### src/rtl/key_debouncer.sv
// key_debouncer: 2-flop sync + per-key debounce FSM with press/release strobes and hit index; KEY_REPEAT_EN adds auto-repeat
module key_debouncer #(
  parameter int N_KEYS          = 4,
  parameter int DEBOUNCE_CYCLES = 1000000,
  parameter int CNT_W           = 20,
  parameter int IDX_W           = 2,
  parameter int REPEAT_DELAY    = 25000000,
  parameter int REPEAT_PERIOD   = 5000000
) (
  input  logic              CLOCK_50,
  input  logic              RESET_N,
  input  logic [N_KEYS-1:0] KEY,
  output logic [N_KEYS-1:0] key_level,
  output logic [N_KEYS-1:0] key_press,
  output logic [N_KEYS-1:0] key_release,
  output logic              any_press,
  output logic [IDX_W-1:0]  press_idx
);
  localparam logic [1:0] IDLE         = 2'd0;
  localparam logic [1:0] PRESS_WAIT   = 2'd1;
  localparam logic [1:0] HELD         = 2'd2;
  localparam logic [1:0] RELEASE_WAIT = 2'd3;
  localparam logic [CNT_W-1:0] CNT_MAX = CNT_W'(DEBOUNCE_CYCLES - 1);

  if (N_KEYS < 1 || N_KEYS > 16 || DEBOUNCE_CYCLES < 2 || (64'd1 << CNT_W) <= 64'(DEBOUNCE_CYCLES) ||
      (64'd1 << IDX_W) < 64'(N_KEYS) || REPEAT_DELAY < 1 || REPEAT_PERIOD < 1) begin : g_bad_cfg
    $error("key_debouncer: illegal parameter set");
  end

  logic [N_KEYS-1:0] sync1_q, sync1_d, sync2_q, sync2_d, s;
  logic [1:0]        state_q [N_KEYS];
  logic [1:0]        state_d [N_KEYS];
  logic [CNT_W-1:0]  cnt_q   [N_KEYS];
  logic [CNT_W-1:0]  cnt_d   [N_KEYS];
  logic [N_KEYS-1:0] level_q, level_d, press_q, press_d, release_q, release_d;
  logic              any_q, any_d;
  logic [IDX_W-1:0]  idx_q, idx_d;
`ifdef KEY_REPEAT_EN
  localparam int REP_MAX = REPEAT_DELAY > REPEAT_PERIOD ? REPEAT_DELAY : REPEAT_PERIOD;
  localparam int REP_W   = $clog2(REP_MAX + 1);
  localparam logic [REP_W-1:0] REP_DLY = REP_W'(REPEAT_DELAY - 1);
  localparam logic [REP_W-1:0] REP_PER = REP_W'(REPEAT_PERIOD - 1);
  logic [REP_W-1:0]  rep_q [N_KEYS];
  logic [REP_W-1:0]  rep_d [N_KEYS];
  logic [N_KEYS-1:0] first_q, first_d;
`endif

  always_comb begin
    sync1_d   = KEY;
    sync2_d   = sync1_q;
    s         = ~sync2_q;
    state_d   = state_q;
    cnt_d     = cnt_q;
    level_d   = level_q;
    press_d   = '0;
    release_d = '0;
`ifdef KEY_REPEAT_EN
    rep_d     = rep_q;
    first_d   = first_q;
`endif
    for (int i = 0; i < N_KEYS; i++) begin
      case (state_q[i])
        IDLE: if (s[i]) begin
          state_d[i] = PRESS_WAIT;
          cnt_d[i]   = '0;
        end
        PRESS_WAIT: if (!s[i]) state_d[i] = IDLE;
        else if (cnt_q[i] == CNT_MAX) begin
          state_d[i] = HELD;
          level_d[i] = 1'b1;
          press_d[i] = 1'b1;
        end else cnt_d[i] = cnt_q[i] + 1'b1;
        HELD: if (!s[i]) begin
          state_d[i] = RELEASE_WAIT;
          cnt_d[i]   = '0;
        end
        default: if (s[i]) state_d[i] = HELD;
        else if (cnt_q[i] == CNT_MAX) begin
          state_d[i]   = IDLE;
          level_d[i]   = 1'b0;
          release_d[i] = 1'b1;
        end else cnt_d[i] = cnt_q[i] + 1'b1;
      endcase
`ifdef KEY_REPEAT_EN
      // RELEASE_WAIT neither counts nor clears, so a release bounce only pauses repeats
      if (state_q[i] == HELD) begin
        if (rep_q[i] == (first_q[i] ? REP_DLY : REP_PER)) begin
          press_d[i] = 1'b1;
          rep_d[i]   = '0;
          first_d[i] = 1'b0;
        end else rep_d[i] = rep_q[i] + 1'b1;
      end else if (state_q[i] != RELEASE_WAIT) begin
        rep_d[i]   = '0;
        first_d[i] = 1'b1;
      end
`endif
    end
    any_d = |press_d;
    idx_d = idx_q;
    for (int i = N_KEYS - 1; i >= 0; i--)
      if (press_d[i]) idx_d = IDX_W'(i);
  end

  always_ff @(posedge CLOCK_50 or negedge RESET_N) begin
    if (!RESET_N) begin
      sync1_q   <= '1;
      sync2_q   <= '1;
      state_q   <= '{default: IDLE};
      cnt_q     <= '{default: '0};
      level_q   <= '0;
      press_q   <= '0;
      release_q <= '0;
      any_q     <= 1'b0;
      idx_q     <= '0;
`ifdef KEY_REPEAT_EN
      rep_q     <= '{default: '0};
      first_q   <= '1;
`endif
    end else begin
      sync1_q   <= sync1_d;
      sync2_q   <= sync2_d;
      state_q   <= state_d;
      cnt_q     <= cnt_d;
      level_q   <= level_d;
      press_q   <= press_d;
      release_q <= release_d;
      any_q     <= any_d;
      idx_q     <= idx_d;
`ifdef KEY_REPEAT_EN
      rep_q     <= rep_d;
      first_q   <= first_d;
`endif
    end
  end

  assign key_level   = level_q;
  assign key_press   = press_q;
  assign key_release = release_q;
  assign any_press   = any_q;
  assign press_idx   = idx_q;
endmodule

### config.mk
export PLATFORM = sky130hd
export DESIGN_NAME = key_debouncer
export DESIGN_NICKNAME = d
export VERILOG_FILES = /design/src/rtl/key_debouncer.sv
export SDC_FILE = /design/constraint.sdc
export NUM_CORES = 1
export LEC_CHECK = 0
export ABC_AREA = 1
export CAP_MARGIN = 20
export CORE_MARGIN = 2
export CORE_UTILIZATION = 58
export CTS_BUF_LIST = sky130_fd_sc_hd__clkbuf_4
export DETAILED_ROUTE_END_ITERATION = 8
export PLACE_DENSITY = 0.79
export SETUP_SLACK_MARGIN = 0.02
export SLEW_MARGIN = 20
export SYNTH_ARGS = -nofsm -noshare
export SYNTH_HDL_FRONTEND = slang
export SYNTH_SLANG_ARGS = --single-unit
### constraint.sdc
create_clock -name CLOCK_50 -period 1.9 [get_ports CLOCK_50]
set_clock_uncertainty 0.15 [all_clocks]
set_input_delay 0.19 -clock CLOCK_50 [delete_from_list [all_inputs] [get_ports CLOCK_50]]
set_output_delay 0.19 -clock CLOCK_50 [all_outputs]
set_load 0.01 [all_outputs]
Word level (Yosys, flattened, before mapping). Index checks and enable logic that the tools add are counted.

Eq/ne operators: 36. Reductions and logical operators: 30. Bitwise logic cells: 5. $add $sub $neg: 4. Muxes and demuxes: 96.

Operators by type and width (count): $mux 20 (20); $pmux 20 s3 (4); $add 20x1->20 const B (4); $eq 20x20->1 const B (4); $mux 2 (28); $reduce_and 4->1 (12); $mux 1 (36); $ne 2x2->1 const B (12); $pmux 2 s3 (4); $reduce_bool 4->1 (5); $ne 3x1->1 const B (4); $ne 3x3->1 const B (4); $reduce_or 3->1 (4); $eq 2x1->1 const B (4); $eq 2x2->1 const B (4); $logic_not 2->1 (4); $ne 2x1->1 const B (4); $pmux 1 s2 (4); $reduce_or 2->1 (4); $not 1->1 (4); $not 4->4 (1); $reduce_or 4->1 (1).

Input bits: 6. Output and inout port bits: 15. Register bits after elaboration: 111. Logic and storage cells: 189.

Logic depth before layout (Yosys ltp).
Word-level depth: 8. Mapped depth: 11. Gate-level depth less buffers: 11.

Worst setup path before layout. No wires, ideal clock.

Kind: register to register. From: register state_q[6] (netlist name). To: register cnt_q[64] (netlist name). Stages on the path, launching flop included: 8. Arrival time: 1.610 ns. Data required time: 1.622 ns. Slack: 0.012 ns. Period minus slack after synthesis: 1.888 ns. Path buffers: 1. Setup time: 0.128 ns. Cell sequence: dfrtp_1 -> inv_1 -> ha_1 -> nor2_2 -> inv_1 -> o21ai_4 -> buf_4 -> o21ai_0.

Word-level cells in the longest chain between the ends: 3. Elaborated cells between the ends (all ways): 9. Those cells by class: 6 x eq/ne; 1 x mux; 2 x reduce/logical.

Ends and longest elaborated chain: from (decl) (RTL line 31) `logic [1:0] state_q [N_KEYS];`; from (signal assigned) (RTL line 122) `state_q <= state_d;`; $eq 2x1->1, or another cell as far along (RTL line 62) `case (state_q[i])`; $ne 3x1->1 (no source line) / $ne 2x2->1 (equally long branches); $reduce_and 4->1 (no source line); to (signal assigned) (RTL line 123) `cnt_q <= cnt_d;`; to (decl) (RTL line 33) `logic [CNT_W-1:0] cnt_q [N_KEYS];`.

Several ways; a longest one is shown, not always the timed one. A chain may end at the register's enable or synchronous reset.

Final worst setup path.
From: register cnt_q[11] (netlist name). To: register cnt_q[18] (netlist name).

Word-level cells in the longest chain between the ends: 4. Elaborated cells between the ends (all ways): 6. Those cells by class: 1 x add/sub; 1 x eq/ne; 4 x mux.

Ends and longest elaborated chain (RTL line): $add 20x1->20 / $eq 20x20->1 (equally long branches); $mux 20 (*) (68, 78); $mux 20, on equally long branches (77, 67); $pmux 20 s3 (*) (62).

Mark *: on every way between the ends. The rest lies on a longest branch, timed or not. The select of a mux whose other input is x is not followed.

==> run_results.csv <==
group,metric,value,unit
run,max-cap-violations,0,
power_and_ir_drop,total_power,7587,uW
timing,timing_max_transition_violations_final,0,
timing,rsz_0062_raised_after_global_routing,"true",
placement,place.port_buffers,20,
layout,multi_input_area,0.003786,sq mm
global_routing,first_pass_grt_wire_length,25390,um
die,fp.dieArea,0.01247,sq mm
yosys,synth_sequential_area_ratio,41.47,%
detailed_routing,vias,6399,
placement,finalWeightedCongestion,0.9145,
clock_network,clk_latency,0.49,ns
yosys,avgSynthCellArea,7.047,sq um
placement,placed_wire_length_estimate_after_detailed_placement,10530,um
layout,finalNetCount,1093,
clock_network,cts_made_buffers,9,
outcome,failed_checks,"negative setup slack",
outcome,outcome,"finished, violations left",
timing,max_freq,521.3,MHz
placement,detailed_place.area,0.007426,sq mm
yosys,synthArstFlopShare,100.0,%
power_and_ir_drop,leakagePower,0.003877,uW
die,io_pins,21,
detailed_routing,detailedRoute.firstPassIterationCount,7,
yosys,netlist.top_cell.by_area,"sky130_fd_sc_hd__dfrtp_1",
layout,finish.utilization,73.92,%
power_and_ir_drop,pwr_density_cell,902.8,mW/mm^2
placement,placement.setup.worst_slack,-0.02166,ns
setup_path,critical_path.startpoint_type,"register",
detailed_routing,detailedRoute.firstIterationViolations,429,
yosys,synth.distinct_cells,38,
yosys,synth_top_area_share,38.34,%
layout,stdcell_area,0.008404,sq mm
detailed_routing,wl,16310,um
yosys,syn-instance-count,954,
layout,area_growth,25.01,%
setup_path,critPathMaxFanout,8,
timing,layout_min_cycle_time,1.918,ns
detailed_routing,detail-route-antenna-nets,0,
layout,non_filler_instance_count_after_layout,1218,
timing,transition_time_at_the_pin_with_the_least_slew_margin,0.7612,ns
setup_path,critPathKind,"reg -> reg",
clock_network,clock_tree.htree_level_count,3,
yosys,synth.cell_area,0.006723,sq mm
timing,period_share,101.0,%
die,standard_cell_row_count,39,
clock_network,clock_tree.buffer_depth,2,
timing,final_setup_violating_endpoints,4,
layout,n_fill_cell,853,
clock_network,tritoncts_clock_tree,"done",
yosys,ys_dominant_reg_cell,"sky130_fd_sc_hd__dfrtp_1",
timing,final_hold_viol_count,0,
placement,place_inst,1152,
global_routing,grt_pass1_vias,5487,
die,starting_density_of_the_core,59.13,%
die,total_core_area,0.01137,sq mm
yosys,synthesis.nets,976,
detailed_routing,post_drt_wl_per_cell,13.39,um
yosys,ys_warn_count,0,
global_routing,grt_util_all_layers,24.49,%
setup_path,worstSetupEndpointType,"register",
yosys,synth_edf_count,0,
die,floorplan.die.width,111.7,um
yosys,post_synth_main_area_contributors,"sky130_fd_sc_hd__dfrtp_1 (38%), sky130_fd_sc_hd__nand2_1 (19%), sky130_fd_sc_hd__nor2_1 (8.1%)",
clock_network,worst_setup_hold_path_clk_slew,0.16,ns
setup_path,critical_path_required,2.18,ns
yosys,postSynthRegisterBits,111,
detailed_routing,routed_via_density,5.254,
global_routing,pin_count_of_the_biggest_net_entering_global_routing,62,
detailed_routing,drc,0,
clock_network,cts_num_sinks,111,
power_and_ir_drop,worst_vdd_rail_ir_drop,1017,uV
setup_path,arrival,2.20,ns
clock_network,ctsRootBufferMaster,"sky130_fd_sc_hd__clkbuf_4",
hold_path,hold_class,"in -> async",
layout,post_route_cells_drive_above_1_share,21.30,%
layout,final-seq-area,0.002795,sq mm
global_routing,initial_antenna_violation_count,0,
timing,finalWorstSetupSlack,-0.01828,ns
global_routing,grt_overflow_total,0,
die,die_y,111.7,um
layout,n_antenna_cell,0,
timing,slew_headroom,49.09,%
[repair_timing]
item | in CTS | in global routing
endpoints found under the hold margin | 108 | 0
hold buffers | 6 | 0
buffers inserted | 11 | 29
gates resized for setup | 14 | 123
pin swaps | 3 | 32
cloned | 1 | 6
endpoints found under the setup margin | 21 | 84
[metal layers]
metal	vias up	share of wire, %	track usage [%]
met4	0	1.8	6.091
met1	2930	45	34.83
met2	195	47	38.46
met5	-	0	0
met3	38	5.6	5.389
li1	3236	-	-
[power breakdown]
group | internal (uW) | switching, uW | leakage [uW] | total (uW)
registers | 2530 | 166 | 0.00150 | 2690
logic | 1700 | 2000 | 0.00231 | 3690
clock network | 403 | 802 | 0.0000686 | 1200
[cell families (layout without fill, tap and decap cells)]
group	Yosys count	count (layout)	share of synthesized area [%]
and+or+nand+nor	595	595	36.40
DFF	111	111	41.47
buffers and inverters	108	229	6.607
AOI/OAI and AO/OA	79	79	6.682
xor gates and xnor gates	45	45	5.863
adders and majority gates	16	16	2.978
[metrics by stage]
stage	TNS, ns	hold slack (ns)
floorplan	0	-0.2556
global placement	0	-0.06424
detailed placement	-0.08821	-0.06337
CTS	0	0.01290
global route	-2.815	0.02431
finish	-0.02980	0.04317
[path summary, 6_finish.rpt]
path	cells past startpoint	from	slack [ns]	endpoint
worst max register to register	9	cnt_q[11]	-0.02	cnt_q[18]
max in group asynchronous	3	RESET_N	0.34	async pin
min in group CLOCK_50	0	sync1_q[2]	0.22	sync2_q[2]
worst min-delay path	2	RESET_N	0.04	sync1_q[1]
worst min register to register	0	sync1_q[2]	0.22	sync2_q[2]
worst max-delay path	9	cnt_q[11]	-0.02	cnt_q[18]
[cell usage after synthesis (7+ instances only)]
cell / number
sky130_fd_sc_hd__nor2_1: 145
sky130_fd_sc_hd__o21ai_0: 58
sky130_fd_sc_hd__dfrtp_1: 103
sky130_fd_sc_hd__dfstp_2: 8
sky130_fd_sc_hd__nand2_1: 335
sky130_fd_sc_hd__ha_1: 16
sky130_fd_sc_hd__or2_2: 8
sky130_fd_sc_hd__nand4_1: 11
sky130_fd_sc_hd__xnor2_1: 7
sky130_fd_sc_hd__nor3_1: 9
sky130_fd_sc_hd__nand3_1: 74
sky130_fd_sc_hd__inv_1: 87
sky130_fd_sc_hd__xor2_1: 38
[area by class of cell]
type / instances / area share (%)
well taps: 143 / 2.129
flip-flops and latches: 111 / 33.26
multi-input cells: 735 / 45.05
clock buffers: 9 / 0.8039
inverters: 92 / 4.198
clock inverters: 6 / 0.8486
repair buffers: 122 / 13.71
[worst max-delay path, cell delays in order, from the launching register on]
cell	delay (ns)
sky130_fd_sc_hd__dfrtp_2	0.47
sky130_fd_sc_hd__inv_1	0.12
sky130_fd_sc_hd__nand2_1	0.07
sky130_fd_sc_hd__nor3_1	0.25
sky130_fd_sc_hd__nand3_2	0.15
sky130_fd_sc_hd__o21ai_4	0.23
sky130_fd_sc_hd__buf_12	0.16
sky130_fd_sc_hd__buf_8	0.14
sky130_fd_sc_hd__nand2_2	0.04
sky130_fd_sc_hd__o21ai_1	0.07
[placed cells by master, fill, tap and decap left out, drive strengths merged, types with 9 or more instances in the layout]
master / count
buf: 95
clkbuf: 11
clkdlybuf4s50: 19
dfrtp: 103
ha: 16
inv: 92
nand2: 337
nand3: 75
nand4: 11
nor2: 150
nor3: 9
o21ai: 65
xor2: 38
[sequential cells by signal, summed over array words and instances (netlist names), named ones only]
register / cells
cnt_q: 80
key_level: 4
key_press: 4
key_release: 4
state_q: 4
sync1_q: 4
sync2_q: 4
press_idx: 2
any_press: 1
Note: power is estimated with default switching activity, not from simulation.
==> RTL edit, RTL diff (config.mk and constraints unchanged) <==
Change the parameter `N_KEYS` from 4 to 2.
--- a/src/rtl/key_debouncer.sv
+++ b/src/rtl/key_debouncer.sv
@@ -1,6 +1,6 @@
 // key_debouncer: 2-flop sync + per-key debounce FSM with press/release strobes and hit index; KEY_REPEAT_EN adds auto-repeat
 module key_debouncer #(
-  parameter int N_KEYS          = 4,
+  parameter int N_KEYS          = 2,
   parameter int DEBOUNCE_CYCLES = 1000000,
   parameter int CNT_W           = 20,
   parameter int IDX_W           = 2,
Ports: changed (resized KEY, key_level, key_press and key_release); port bits go from 21 to 13. The function was not compared with the original's and may differ.
==> RTL edit against the unedited design <==
  * Hold slack worse by 0.022 ns
  * Final area down 49%
  * Combinational power down 41%
  * First-iteration DRC count down 58%
  * Largest cell class unchanged
  * Synthesized cell count down 45%
  * Die area down 45%
  * Synthesized area down 46%
  * Via count down 46%
  * Setup slack better by 0.055 ns
  * Wire length down 46%
  * Critical endpoint is now cnt_q[19]
  * Power down 45%
  * Critical path depth unchanged
  * Global-route usage down 0.65 points
  * Sequential cell count down 55
==> RTL edit: results (changes against the unedited design) <==
* Met1 WL at 3850 um (-48%)
* Syn_nets at 539 (-45%)
* Synth Area in Adders at 0.0344 (+0.00467)
* P_int at 0.00233 W (-50%)
* Clk_lat worst skew at 0.41 ns (-0.08 ns)
* Max Fanout on Critical Path at 13 (+5)
* Met1 global-route usage at 0.319 (-0.0291)
* Critical Path AT at 2.03 ns (-0.17 ns)
* CP max stage delay at 0.45 ns (-0.02 ns)
* Worst-path clk slew at 0.18 ns (+0.02 ns)
* DRT iter0 DRCs at 181 (-58%)
* Most instantiated cells after synthesis: nand2_1 (202), nor2_1 (61), inv_1 (55)
* Met2 routed WL at 4470 um (-42%)
* Status: complete, no violations
* Filler cell count at 466 (-45%)
* Port bufs at 11 (-45%)
* Reg2Reg Depth at 9 (unchanged)
* FF-to-FF setup slack at 0.04 ns (+0.06 ns)
* Layout cells sized above 1 at 0.173 (-0.0396)
* Sequential share of power at 0.337 (-0.018)
* Largest net degree at the start of global routing at 41 (-34%)
* NumNets Final at 578 (-47%)
* Met2 Use GR at 0.390 (+0.00538)
* Vias in the first global route at 3177 (-42%)
* Leakage at 2.07 nW (-47%)
* H-tree depth at 2 (-1)
* Finished Cell Area at 4310 um^2 (-49%)
* Total CTS buffers at 5 (-4)
* Met3 Usage GRT at 0.0427 (-0.0111)
* Gpl congestion at 0.870 (-4.9%)
* CP max-delay cell: dfrtp_1
* Synth Area in Compound Gates at 0.0344 (-0.0324)
* 1st-pass router iterations at 5 (-2)
* Peak VDD IR at 1010 uV (-0.55%)
* FMAX at 0.537 GHz (+3.0%)
* Overall routed net length at 8780 um (-46%)
* Hold slack at 0.0212 ns (-0.0220 ns)
* Non-Filler Instances at 640 (-47%)
* Min-delay worst type: input port to flop
* Post-DR vias/cell at 5.42 (+3.2%)
* Area contributors post-synth: dfrtp_1 (36%), nand2_1 (21%), nor2_1 (6.3%)
* Sequential fraction of the synthesis area at 0.387 (-0.0275)
* Synth Area per Inst at 6.92 um^2 (-1.8%)
* Sequential power at 0.00140 W (-48%)
* Synth Area in XOR/XNOR at 0.0362 (-0.0225)
* GR Util All Layers at 0.238 (-0.00649)
* Dpl ws at 0.0165 ns (+0.0381 ns)
* Placed cell areas at 3890 um^2 (-48%)
* DP HPWL at 5720 um (-46%)
* First-pass GRT wire length at 13800 um (-46%)
* Yosys cell types at 29 (-24%)
* Wire length on met3 at 316 um (-66%)
* Largest register FFs at 40 (-50%)
* R2r endpoint: cnt_q[19]
==> RTL edit: changes by cell type after synthesis, sizes merged, moves of 4 or more <==
cell	delta
xor2	-24
nand3b	+5
dfrtp	-51
nand3	-31
or2	-8
inv	-31
nand2	-133
o21ai	-43
ha	-6
nor2	-80
dfstp	-4
xnor2	-6
clkbuf	-6
==> RTL edit: final cells by class <==
class / instances / share of cell area
multi-input cells: 399 / 0.489
flip-flops and latches: 56 / 0.326
repair buffers: 40 / 0.0908
inverters: 61 / 0.0557
well taps: 75 / 0.0218
clock buffers: 5 / 0.00870
clock inverters: 3 / 0.00609
repair inverters: 1 / 0.00174
==> RTL edit: what timing repair did <==
item	in CTS	in global routing
hold buffers	2	0
setup buffers	0	9
hold endpoints to repair	53	0
pin swaps	1	17
gates cloned	0	3
resized for setup	5	55
setup endpoints to repair	28	43
